File: config.mk
export PLATFORM = sky130hd
export DESIGN_NAME = sdram_port_arbiter
export DESIGN_NICKNAME = d
export VERILOG_FILES = /design/src/rtl/sdram_port_arbiter.sv
export SDC_FILE = /design/constraint.sdc
export NUM_CORES = 1
export LEC_CHECK = 0
export CORE_AREA = 2 2 123 125
export CTS_BUF_LIST = sky130_fd_sc_hd__clkbuf_2
export CTS_CLUSTER_SIZE = 12
export DETAILED_ROUTE_END_ITERATION = 12
export DIE_AREA = 0 0 125 127
export PLACE_DENSITY = 0.75
export SYNTH_ARGS = -nofsm -noshare
export SYNTH_HDL_FRONTEND = slang
export SYNTH_SLANG_ARGS = --single-unit
File: constraint.sdc
create_clock -name i_clk50 -period 1.7 [get_ports i_clk50]
set_input_delay 0.255 -clock i_clk50 [delete_from_list [all_inputs] [get_ports i_clk50]]
set_output_delay 0.255 -clock i_clk50 [all_outputs]
set_load 0.01 [all_outputs]
File: src/rtl/sdram_port_arbiter.sv
// sdram_port_arbiter
// Round-robin request/grant arbiter that shares one SDRAM controller between
// the left (channel 0) and right (channel 1) sample-storage blocks, clk50 domain.
// Each channel owns a one-deep request slot; c_ready is the registered inverse
// of the slot's pending flag. Enables to the controller are one-cycle pulses.
// Optional watchdog: define ARB_TIMEOUT_EN to abort a transaction that stays in
// a wait state for TIMEOUT_CYC cycles; the abort is reported on o_err and a read
// is answered with zero data. Without the macro o_err is tied low.
module sdram_port_arbiter #(
  parameter int DATA_W      = 16,
  parameter int ADDR_W      = 24,
  parameter int TIMEOUT_CYC = 1023
) (
  input  logic                i_clk50,
  input  logic                i_rst_n,
  input  logic [1:0]          i_c_valid,
  output logic [1:0]          o_c_ready,
  input  logic [1:0]          i_c_we,
  input  logic [2*ADDR_W-1:0] i_c_addr,
  input  logic [2*DATA_W-1:0] i_c_wdata,
  output logic [1:0]          o_c_rvalid,
  output logic [DATA_W-1:0]   o_c_rdata,
  output logic [ADDR_W-1:0]   o_wr_addr,
  output logic [ADDR_W-1:0]   o_rd_addr,
  output logic [DATA_W-1:0]   o_wr_data,
  output logic                o_wr_enable,
  output logic                o_rd_enable,
  input  logic [DATA_W-1:0]   i_rd_data,
  input  logic                i_rd_ready,
  input  logic                i_busy,
  output logic                o_grant,
  output logic [1:0]          o_err
);

  typedef enum logic [1:0] {
    S_IDLE,
    S_ISSUE,
    S_WAIT_BUSY,
    S_WAIT_DONE
  } state_t;

  state_t              r_state, w_state_next;

  // Request slots
  logic [1:0]          r_pend;
  logic [1:0]          r_ready;
  logic [1:0]          r_we;
  logic [ADDR_W-1:0]   r_addr  [2];
  logic [DATA_W-1:0]   r_wdata [2];
  logic [ADDR_W-1:0]   w_in_addr  [2];
  logic [DATA_W-1:0]   w_in_wdata [2];
  logic [1:0]          w_accept;
  logic [1:0]          w_clear;
  logic [1:0]          w_pend_next;

  // Arbitration and controller-side registers
  logic                r_grant, w_grant_next;
  logic                r_last_grant, w_last_grant_next;
  logic                w_pick;
  logic                w_cur_we;
  logic [1:0]          w_chan_mask;
  logic [ADDR_W-1:0]   r_xfer_addr, w_xfer_addr_next;
  logic [DATA_W-1:0]   r_xfer_wdata, w_xfer_wdata_next;
  logic                r_wr_enable, w_wr_enable_next;
  logic                r_rd_enable, w_rd_enable_next;
  logic [1:0]          r_rvalid, w_rvalid_next;
  logic [DATA_W-1:0]   r_rdata, w_rdata_next;

`ifdef ARB_TIMEOUT_EN
  localparam int CNT_W = $clog2(TIMEOUT_CYC + 1);
  localparam logic [CNT_W-1:0] CNT_LIMIT = CNT_W'(TIMEOUT_CYC);
  logic [CNT_W-1:0]    r_cnt;
  logic [1:0]          r_err, w_err_next;
`endif

  // Per-channel views of the packed request buses
  genvar gi;
  generate
    for (gi = 0; gi < 2; gi++) begin : g_chan
      assign w_in_addr[gi]  = i_c_addr[gi*ADDR_W +: ADDR_W];
      assign w_in_wdata[gi] = i_c_wdata[gi*DATA_W +: DATA_W];
    end
  endgenerate

  // A slot accepts only while its registered ready is high; accept and clear
  // never hit the same slot because a pending slot is not ready.
  assign w_accept    = i_c_valid & r_ready;
  assign w_pend_next = (r_pend & ~w_clear) | w_accept;
  assign w_cur_we    = r_we[r_grant];
  assign w_chan_mask = r_grant ? 2'b10 : 2'b01;

  // Latch accepted requests into their slot
  always_ff @(posedge i_clk50 or negedge i_rst_n) begin
    if (!i_rst_n) begin
      r_we <= 2'b00;
      for (int i = 0; i < 2; i++) begin
        r_addr[i]  <= '0;
        r_wdata[i] <= '0;
      end
    end else begin
      for (int i = 0; i < 2; i++) begin
        if (w_accept[i]) begin
          r_we[i]    <= i_c_we[i];
          r_addr[i]  <= w_in_addr[i];
          r_wdata[i] <= w_in_wdata[i];
        end
      end
    end
  end

  // Pending flags and their registered inverse driving c_ready
  always_ff @(posedge i_clk50 or negedge i_rst_n) begin
    if (!i_rst_n) begin
      r_pend  <= 2'b00;
      r_ready <= 2'b00;
    end else begin
      r_pend  <= w_pend_next;
      r_ready <= ~w_pend_next;
    end
  end

  // State register and registered controller/client outputs
  always_ff @(posedge i_clk50 or negedge i_rst_n) begin
    if (!i_rst_n) begin
      r_state      <= S_IDLE;
      r_grant      <= 1'b0;
      r_last_grant <= 1'b1;
      r_xfer_addr  <= '0;
      r_xfer_wdata <= '0;
      r_wr_enable  <= 1'b0;
      r_rd_enable  <= 1'b0;
      r_rvalid     <= 2'b00;
      r_rdata      <= '0;
    end else begin
      r_state      <= w_state_next;
      r_grant      <= w_grant_next;
      r_last_grant <= w_last_grant_next;
      r_xfer_addr  <= w_xfer_addr_next;
      r_xfer_wdata <= w_xfer_wdata_next;
      r_wr_enable  <= w_wr_enable_next;
      r_rd_enable  <= w_rd_enable_next;
      r_rvalid     <= w_rvalid_next;
      r_rdata      <= w_rdata_next;
    end
  end

  // Next-state and next-output logic; address/data only change on a new grant
  always_comb begin
    w_state_next      = r_state;
    w_grant_next      = r_grant;
    w_last_grant_next = r_last_grant;
    w_xfer_addr_next  = r_xfer_addr;
    w_xfer_wdata_next = r_xfer_wdata;
    w_wr_enable_next  = 1'b0;
    w_rd_enable_next  = 1'b0;
    w_rvalid_next     = 2'b00;
    w_rdata_next      = r_rdata;
    w_clear           = 2'b00;
    w_pick            = 1'b0;
`ifdef ARB_TIMEOUT_EN
    w_err_next        = 2'b00;
`endif
    case (r_state)
      S_IDLE: begin
        if (!i_busy && (r_pend != 2'b00)) begin
          w_pick            = (r_pend == 2'b11) ? ~r_last_grant : r_pend[1];
          w_grant_next      = w_pick;
          w_last_grant_next = w_pick;
          w_xfer_addr_next  = r_addr[w_pick];
          w_xfer_wdata_next = r_wdata[w_pick];
          w_wr_enable_next  = r_we[w_pick];
          w_rd_enable_next  = ~r_we[w_pick];
          w_state_next      = S_ISSUE;
        end
      end
      S_ISSUE: begin
        w_state_next = S_WAIT_BUSY;
      end
      S_WAIT_BUSY: begin
        if (!w_cur_we && i_rd_ready) begin
          w_rvalid_next = w_chan_mask;
          w_rdata_next  = i_rd_data;
          w_clear       = w_chan_mask;
          w_state_next  = S_IDLE;
        end else if (i_busy) begin
          w_state_next = S_WAIT_DONE;
        end
      end
      S_WAIT_DONE: begin
        if (w_cur_we) begin
          if (!i_busy) begin
            w_clear      = w_chan_mask;
            w_state_next = S_IDLE;
          end
        end else if (i_rd_ready) begin
          w_rvalid_next = w_chan_mask;
          w_rdata_next  = i_rd_data;
          w_clear       = w_chan_mask;
          w_state_next  = S_IDLE;
        end
      end
      default: w_state_next = S_IDLE;
    endcase
`ifdef ARB_TIMEOUT_EN
    // Watchdog abort only when the wait state would otherwise persist
    if (((r_state == S_WAIT_BUSY) || (r_state == S_WAIT_DONE)) &&
        (w_state_next == r_state) && (r_cnt == CNT_LIMIT)) begin
      w_err_next = w_chan_mask;
      if (!w_cur_we) begin
        w_rvalid_next = w_chan_mask;
        w_rdata_next  = '0;
      end
      w_clear      = w_chan_mask;
      w_state_next = S_IDLE;
    end
`endif
  end

`ifdef ARB_TIMEOUT_EN
  // Wait-state cycle counter, restarted on every state change
  always_ff @(posedge i_clk50 or negedge i_rst_n) begin
    if (!i_rst_n) begin
      r_cnt <= '0;
      r_err <= 2'b00;
    end else begin
      r_err <= w_err_next;
      if ((w_state_next != r_state) ||
          !((r_state == S_WAIT_BUSY) || (r_state == S_WAIT_DONE))) begin
        r_cnt <= '0;
      end else if (r_cnt != CNT_LIMIT) begin
        r_cnt <= r_cnt + 1'b1;
      end
    end
  end

  assign o_err = r_err;
`else
  assign o_err = 2'b00;
`endif

  assign o_c_ready   = r_ready;
  assign o_c_rvalid  = r_rvalid;
  assign o_c_rdata   = r_rdata;
  assign o_wr_addr   = r_xfer_addr;
  assign o_rd_addr   = r_xfer_addr;
  assign o_wr_data   = r_xfer_wdata;
  assign o_wr_enable = r_wr_enable;
  assign o_rd_enable = r_rd_enable;
  assign o_grant     = r_grant;

endmodule

==> out/results.ini, run 1 <==
[run_status]
status = complete, but fails checks
violations = negative setup slack

[clock_network]
clock-root-buffer = clkbuf_2
cts_tree = done
numCtsBuffers = 17
cts_sinks = 150
clkTransAtPathRegs_ns = 0.20
clock_path_buffers = 2
htreeDepth = 4
insertion_delay_ns = 0.67

[critical_path]
worstPathRequired_ns = 2.27
end_kind = flop
crit_type = flop to flop
path_max_fanout = 8
worstSetupStartpointType = flop
critPathArrivalTime_ns = 2.28

[detailed_routing]
ant_nets = 0
routed_wl_um = 14600
vias_per_cell = 4.89
vias = 4007
drtIter0Drc = 150
wl_per_cell_um = 17.8
drc = 0
drtPass1Iterations = 4

[die]
die-area_um2 = 15900
num_rows = 44
io_pins = 193
start_util = 0.437
dieHeight_um = 127
coreArea_um2 = 14400
dieWidth_um = 125

[layout]
area_growth_pct = 39.6
layout-drive-gt1-share = 0.536
fillers = 1162
fin_area_um2 = 8800
antenna_cells = 0
final_common_cell = mux2_2
layout.nets = 732
final_cell_mix = mux2_2 (156), dfrtp_1 (148), clkdlybuf4s50_1 (102), clkbuf_2 (73), buf_6 (34)
final_core_util = 0.610

[timing]
fin_setup_tns_ns = -0.0569
rsz0062_at_grt = true
layout_setup_ws_ns = -0.0103
timing_hold_violations_final = 0
post-route-min-period_ns = 1.71
skew_ns = 0.0298
finalCritPeriodShare = 1.01
setup_viol = 8
fmax_mhz = 585
slew_violations = 0

[worst_hold_path]
hp-class = input port to async pin

[global_routing]
grt_pass1_vias = 4469
grt_pass1_wl_um = 22600
grt_max_degree = 46
grt-ovfl-total = 0
grt_usage = 0.181
antenna_found_initial = 0

[synthesis]
synth-seq-cells = 150
synth.top_cell.area_share = 0.591
syn_avg_cell_area_um2 = 15.5
yosysTopAreaCell = dfrtp_1
synth_cell_types = 26
syn_area_um2 = 6300
yosysSeqAreaShare = 0.596
ys.warnings.count = 0
synth_cells = 407
yosys-top-cells-area = dfrtp_1 (59%), mux2_2 (32%), buf_4 (3.1%)

[placement]
port_buffers = 190
placed_cell_area_um2 = 8430
dp_hpwl_um = 9710
gp_congestion = 0.753
dpl_worst_slack_ns = -0.295

[flow_run]
maxCapViolCount = 0

[power_and_ir_drop]
powerDensity_nw_per_um2 = 1840
power_leakage_nw = 3.99
ir_worst_vdd_mv = 0.886

==> registers in the layout, summed over array words and instances, names as in the netlist, 16 cells and up <==
register / count
o_wr_data: 16
r_addr: 48
o_rd_addr: 24
r_wdata: 32
o_c_rdata: 16
==> critical path: stages, from the launching register on <==
cell       delay [ns]
dfrtp_1          0.45
inv_2            0.08
a2111oi_4        0.41
buf_6            0.21
clkbuf_16        0.17
mux2_4           0.29
==> metal layers <==
metal | track usage | vias up | routed length, um
met3 | 0.0724 | 7 | 1040
met2 | 0.311 | 137 | 7360
met5 | 0 | - | 0
met1 | 0.214 | 2029 | 6040
li1 | - | 1834 | -
met4 | 0.0438 | 0 | 116
==> metrics by stage <==
stage,cells,power (mW),hold WS [ns]
floorplan,408,10.9,-0.0406
global placement,755,13.9,0.175
detailed placement,755,14.2,0.187
CTS,808,15.6,0.0421
global route,820,17.2,0.0202
finish,820,16.2,0.120
==> synth_stat cells, drive strengths merged <==
cell type and n:
a21boi 1, dfrtp 149, nand3b 2, a21o 1, nor2 2, nand3 1, or3b 1, inv 3
mux2i 2, nor2b 2, a2111oi 1, and2 1, o21ai 2, clkbuf 9, buf 35, dfstp 1
a31o 2, nand2b 3, a21oi 2, o21a 2, conb 1, nand2 4, mux2 180
==> timing repair <==
item / 4_1_cts / 5_1_grt
resized for setup: 193 / 131
pin swaps: 1 / 1
hold endpoints to repair: 150 / 0
buffers inserted: 24 / 11
endpoints found under the setup margin: 96 / 112
gates cloned: 0 / 2
hold buffers: 2 / 0
==> final timing paths <==
| kind | start | to | slack [ns] | cells past startpoint |
|---|---|---|---|---|
| worst max-delay path | r_pend[0] | o_rd_addr[17] | -0.01 | 5 |
| worst min-delay path | i_rst_n | o_rd_addr[4] | 0.12 | 3 |
| worst max register to register | r_pend[0] | o_rd_addr[17] | -0.01 | 5 |
| worst min register to register | r_addr[45] | r_addr[45] | 0.52 | 1 |
| max in group asynchronous | i_rst_n | r_wdata[28] | 1.30 | 3 |
| min in group i_clk50 | i_c_addr[28] | r_addr[4] | 0.18 | 2 |
==> power breakdown <==
group,internal (mW),switching [mW]
sequential,5.37,1.06
combinational,5.12,3.05
clock,0.452,1.12
total,10.9,5.22
==> area by class of cell <==
| class | count | area [um^2] | share of cell area |
|---|---|---|---|
| repair buffers | 245 | 2300 | 0.262 |
| clock inverters | 10 | 68.8 | 0.00782 |
| multi-input cells | 211 | 2350 | 0.267 |
| flip-flops and latches | 150 | 3760 | 0.427 |
| inverters | 3 | 11.3 | 0.00128 |
| well taps | 184 | 230 | 0.0262 |
| clock buffers | 17 | 85.1 | 0.00966 |
==> cells by family after synthesis <==
group / share of synthesized area
flip-flops: 0.596
AND/OR/NAND/NOR: 0.0149
multiplexers: 0.325
AO/OA/AOI/OAI: 0.0151
other: 0.000595
buffers and inverters: 0.0492
Power figures use the tool's default switching activity.
==> inputs of run 2 (changes only) <==
--- a/config.mk
+++ b/config.mk
@@ -5,12 +5,15 @@
 export SDC_FILE = /design/constraint.sdc
 export NUM_CORES = 1
 export LEC_CHECK = 0
+export CAP_MARGIN = 15
 export CORE_AREA = 2 2 123 125
 export CTS_BUF_LIST = sky130_fd_sc_hd__clkbuf_2
 export CTS_CLUSTER_SIZE = 12
 export DETAILED_ROUTE_END_ITERATION = 12
 export DIE_AREA = 0 0 125 127
 export PLACE_DENSITY = 0.75
+export SKIP_LAST_GASP = 1
+export SLEW_MARGIN = 20
 export SYNTH_ARGS = -nofsm -noshare
 export SYNTH_HDL_FRONTEND = slang
 export SYNTH_SLANG_ARGS = --single-unit
==> run 2 against run 1 <==
Against the previous run:
- the flow now finishes without violations
- register-to-register slack gained 0.02 ns
- first-iteration DRC count grew 13%
- die area is the same
- flip-flop and latch count is the same
- sequential share of layout area grew 0.10 points
- sequential power is essentially flat
- global-route usage is essentially flat
- via count grew 0.30%
- hold slack is essentially flat
- non-clock buffer count is the same
- critical path type unchanged
==> out/results.ini, run 2 (synthesized netlist as in run 1, its figures left out) <==
[run_status]
status = finished clean

[detailed_routing]
met2_length_um = 7320  ; -0.61%
maxUsedRoutingLayer = met4
wl_met3_um = 1030  ; -1.5%
drtIter0Drc = 169  ; +13%
wl_per_cell_um = 17.6  ; -0.76%
ant_nets = 0  ; unchanged
drtPass1Iterations = 4  ; unchanged
routed_wl_um = 14500  ; -0.76%
vias = 4019  ; +0.30%
wl_met1_um = 5990  ; -0.81%
drc = 0  ; unchanged
vias_per_cell = 4.90  ; +0.30%

[critical_path]
max_stage_delay_ns = 0.42  ; -0.03 ns
crit_type = flop to flop
worstSetupStartpointType = flop
critPathArrivalTime_ns = 2.24  ; -0.04 ns
end_kind = flop
path_cells = buf_4 -> buf_4 -> mux2i_2 -> nand3_2 -> buf_4 -> mux2_2
crit_slowest_cell = dfrtp_1
path_common_cell = buf_4
worstPathRequired_ns = 2.25  ; -0.02 ns
path_max_fanout = 18  ; +10

[die]
dieHeight_um = 127  ; unchanged
coreArea_um2 = 14400  ; unchanged
die-area_um2 = 15900  ; unchanged
num_rows = 44  ; unchanged
io_pins = 193  ; unchanged
start_util = 0.437  ; unchanged
dieWidth_um = 125  ; unchanged

[global_routing]
grt_max_degree = 46  ; unchanged
grt_usage = 0.181  ; about the same
grt-ovfl-total = 0  ; unchanged
antenna_found_initial = 0  ; unchanged
grt_pass1_wl_um = 22600  ; about the same
grt_pass1_vias = 4475  ; +0.13%

[power_and_ir_drop]
power_leakage_nw = 3.94  ; -1.1%
powerDensity_nw_per_um2 = 1830  ; -0.51%
ir_worst_vdd_mv = 0.888  ; +0.26%
power.total_mw = 16.0  ; -0.78%

[layout]
multi_input_area_um2 = 2300  ; -2.1%
final_cell_mix = mux2_2 (168), dfrtp_1 (149), clkdlybuf4s50_1 (102), clkbuf_2 (70), buf_6 (33)
final_common_cell = mux2_2
antenna_cells = 0  ; unchanged
layout.nets = 732  ; unchanged
fillers = 1158  ; -0.34%
regMostFlops = r_addr
area_growth_pct = 39.3
register_area_um2 = 3750  ; about the same
layout-drive-gt1-share = 0.530  ; -0.00629
largest_reg_flops = 48  ; unchanged
final_core_util = 0.609  ; -0.00165

[timing]
skew_ns = 0.0301  ; +0.000303 ns
slew_violations = 0  ; unchanged
timing_hold_violations_final = 0  ; unchanged
layout_setup_ws_ns = 0.0111  ; +0.0214 ns
fmax_mhz = 592  ; +1.3%
setup_viol = 0  ; -8
finalCritPeriodShare = 0.993  ; -0.0126
fin_setup_tns_ns = 0  ; +0.0569 ns
rsz0062_at_grt = true
holdWs_ns = 0.120  ; -0.0000190 ns
post-route-min-period_ns = 1.69  ; -0.0214 ns

[clock_network]
cts_sinks = 150  ; unchanged
cts_tree = done
clock-root-buffer = clkbuf_2
numCtsBuffers = 17  ; unchanged
clock_path_buffers = 2  ; unchanged
insertion_delay_ns = 0.67  ; about the same
clkTransAtPathRegs_ns = 0.20  ; about the same
htreeDepth = 4  ; unchanged

[flow_run]
maxCapViolCount = 0  ; unchanged

[placement]
dp_hpwl_um = 9710  ; unchanged
dpl_worst_slack_ns = -0.295  ; unchanged
port_buffers = 190  ; unchanged
gp_congestion = 0.753  ; unchanged

[worst_hold_path]
hp-class = input port to async pin

## run 2: worst max-delay path: cells and delay by family, from the launching register on
family	cells	cell delay [ns]
AND/OR/NAND/NOR	1	0.11
flip-flops	1	0.42
buffers and inverters	3	0.48
multiplexers	2	0.57
## run 2: layout make-up
class	instances	share of cell area
multi-input cells	211	0.262
clock buffers	17	0.00969
repair buffers	245	0.265
clock inverters	10	0.00784
flip-flops and latches	150	0.428
well taps	184	0.0262
inverters	3	0.00128
## run 2: metal layers
| metal | GRT usage | vias to the layer above |
|---|---|---|
| met4 | 0.0438 | 0 |
| met5 | 0 | - |
| met2 | 0.311 | 128 |
| met1 | 0.214 | 2045 |
| li1 | - | 1839 |
| met3 | 0.0729 | 7 |
## run 2: final timing paths
kind / depth (start not counted) / from / slack, ns / end
worst min-delay path: 3 / i_rst_n / 0.12 / o_rd_addr[4]
worst min register to register: 1 / o_wr_data[6] / 0.52 / o_wr_data[6]
worst max-delay path: 6 / o_grant / 0.01 / o_c_rdata[13]
min in group i_clk50: 2 / i_c_addr[28] / 0.18 / r_addr[4]
max in group asynchronous: 3 / i_rst_n / 1.30 / r_wdata[28]
worst max register to register: 6 / o_grant / 0.01 / o_c_rdata[13]
## run 2: timing repair
| item | 4_1_cts | 5_1_grt |
|---|---|---|
| gates resized for setup | 189 | 117 |
| hold buffers | 2 | 0 |
| buffers inserted | 24 | 10 |
| endpoints found under the setup margin | 96 | 115 |
| endpoints found under the hold margin | 150 | 0 |
| pin swaps | 0 | 2 |
| cloned | 0 | 3 |
## run 2: per-stage QoR
stage | std cells | instance area (um^2)
detailed placement | 755 | 8430
CTS | 808 | 8720
finish | 820 | 8780
global route | 820 | 8780
floorplan | 408 | 6320
global placement | 755 | 8430
## run 2: report_power, final
| part | internal, mW | switching, mW | leakage [nW] |
|---|---|---|---|
| Clock | 0.452 | 1.11 | 0.108 |
| Combinational | 5.05 | 3.00 | 2.05 |
| Sequential | 5.37 | 1.06 | 1.78 |
==> inputs of run 3 (changes only) <==
--- a/config.mk
+++ b/config.mk
@@ -11,7 +11,8 @@
 export CTS_CLUSTER_SIZE = 12
 export DETAILED_ROUTE_END_ITERATION = 12
 export DIE_AREA = 0 0 125 127
-export PLACE_DENSITY = 0.75
+export GPL_TIMING_DRIVEN = 0
+export PLACE_DENSITY = 0.78
 export SKIP_LAST_GASP = 1
 export SLEW_MARGIN = 20
 export SYNTH_ARGS = -nofsm -noshare
==> run 3 against run 2 <==
Against the previous run:
- the run now ends with negative setup slack left
- die area unchanged
- cell count increased by 3.5%
- fmax decreased by 5.7%
- first-iteration DRC count increased by 1.8%
- utilization increased by 2.4 points
==> out/results.ini, run 3 (synthesized netlist as in run 1, its figures left out) <==
[timing]
tightest_slew_ns = 0.587
slew_headroom = 0.609
setup_viol = 43  ; +43
post-route-min-period_ns = 1.79  ; +0.102 ns
skew_ns = 0.0445  ; +0.0144 ns
fin_setup_tns_ns = -2.54  ; -2.54 ns
finalCritPeriodShare = 1.05  ; +0.0602
rsz0062_at_grt = true
fmax_mhz = 558  ; -5.7%
layout_setup_ws_ns = -0.0912  ; -0.102 ns
slew_violations = 0  ; unchanged
timing_hold_violations_final = 0  ; unchanged

[critical_path]
crit_start = r_pend[0]
r2r_slack_ns = -0.09  ; -0.10 ns
critPathArrivalTime_ns = 2.38  ; +0.14 ns
end_kind = flop
r2r_cells = 5  ; -1
path_max_fanout = 7  ; -11
worstPathRequired_ns = 2.29  ; +0.04 ns
worstReg2RegEnd = o_rd_addr[9]
worstSetupStartpointType = flop
worstReg2RegStart = r_pend[0]
crit_type = flop to flop
critPathCapture = o_rd_addr[9]

[layout]
layout.nets = 756  ; +3.3%
antenna_cells = 0  ; unchanged
final_core_util = 0.633  ; +0.0240
largest_reg_flops = 48  ; unchanged
regMostFlops = r_addr
final_cell_mix = dfrtp_1 (148), mux2_2 (143), clkdlybuf4s50_1 (102), clkbuf_2 (53), buf_6 (50)
final_cell_count_no_fill = 849  ; +3.5%
area_growth_pct = 44.8
layout-drive-gt1-share = 0.580  ; +0.0506
fin_area_um2 = 9130  ; +3.9%
final_common_cell = dfrtp_1

[detailed_routing]
drtIter0Drc = 172  ; +1.8%
vias_per_cell = 4.79  ; -2.2%
ant_nets = 0  ; unchanged
routed_wl_um = 15200  ; +4.9%
drc = 0  ; unchanged
wl_per_cell_um = 17.9  ; +1.3%
vias = 4068  ; +1.2%
drtPass1Iterations = 4  ; unchanged

[placement]
dp_hpwl_um = 10000  ; +3.4%
port_buffers = 190  ; unchanged
dpl_worst_slack_ns = -0.697  ; -0.403 ns
placed_cells = 783  ; +3.7%
placed_cell_area_um2 = 8490  ; +0.64%
gp_congestion = 0.751  ; -0.32%

[clock_network]
numCtsBuffers = 17  ; unchanged
cts_tree = done
clkTransAtPathRegs_ns = 0.24  ; +0.04 ns
clock_path_buffers = 2  ; unchanged
insertion_delay_ns = 0.71  ; +0.04 ns
clock-root-buffer = clkbuf_2
htreeDepth = 4  ; unchanged
cts_sinks = 150  ; unchanged

[global_routing]
grt-ovfl-total = 0  ; unchanged
grt_max_degree = 77  ; +67%
grt_pass1_wl_um = 23600  ; +4.3%
grt_pass1_vias = 4550  ; +1.7%
antenna_found_initial = 0  ; unchanged
grt_usage = 0.190  ; +0.00880

[die]
io_pins = 193  ; unchanged
dieWidth_um = 125  ; unchanged
start_util = 0.437  ; unchanged
die-area_um2 = 15900  ; unchanged
dieHeight_um = 127  ; unchanged
coreArea_um2 = 14400  ; unchanged
num_rows = 44  ; unchanged

[run_status]
status = complete, but fails checks
violations = negative setup slack

[power_and_ir_drop]
power_leakage_nw = 4.18  ; +6.0%
ir_worst_vdd_mv = 1.02  ; +15%
powerDensity_nw_per_um2 = 1900  ; +4.2%

[worst_hold_path]
hp-class = input port to async pin

[flow_run]
maxCapViolCount = 0  ; unchanged

## run 3: changes by cell type in the layout (fill, tap and decap cells not counted), moves of 6 or more
cell	change
mux2_2	-25
buf_12	-7
clkinvlp_4	+6
clkbuf_2	-17
buf_2	+35
clkdlybuf4s15_1	-17
buf_6	+17
buf_4	+9
mux2_4	+27
## run 3: how the worst min path moves through the flow
stage                         to  slack (ns)  cells after the start
floorplan           o_c_rdata[0]       -0.04                      0
global placement    o_wr_data[7]        0.47                      1
detailed placement  o_wr_data[7]        0.27                      1
CTS                   r_wdata[5]        0.01                      2
global route          r_addr[45]        0.02                      2
finish              o_wr_data[5]        0.08                      2
## run 3: layout make-up
cell class              count  area, um^2
plain buffers              38         388
clock buffers              19        95.1
clock inverters            13         156
fillers                  1100        5300
inverters                   3        11.3
multi-input cells         211        2410
flip-flops and latches    150        3760
well taps                 184         230
repair buffers            231        2080
## run 3: critical path, cell delays in order, from the launching register on
cell       delay (ns)
dfrtp_1          0.46
inv_2            0.08
a2111oi_4        0.43
clkbuf_16        0.26
clkbuf_16        0.16
mux2_4           0.30
## run 3: report_power, final
part           internal (mW)  total, mW  switching, mW
clock network          0.818       2.09           1.27
logic                   5.68       8.84           3.16
registers               5.37       6.45           1.08
## run 3: per-stage QoR
stage	total power, mW	hold WS [ns]
after floorplan	10.9	-0.0406
after global placement	14.0	0.473
after detailed placement	14.3	0.268
after CTS	16.9	0.0123
after global routing	18.5	0.0192
final	17.4	0.0807
## run 3: repair_timing
item | in CTS | in global routing
hold buffers | 1 | 0
endpoints found under the hold margin | 150 | 0
cloned | 1 | 5
setup endpoints to repair | 216 | 122
buffers inserted | 23 | 12
pin swaps | 3 | 1
resized for setup | 351 | 87
## run 3: per-layer routing
layer / track usage / share of wire / vias up
li1: - / - / 1897
met1: 0.227 / 0.42 / 2043
met2: 0.330 / 0.52 / 120
met3: 0.0637 / 0.054 / 8
met4: 0.0510 / 0.0071 / 0
met5: 0 / 0 / -
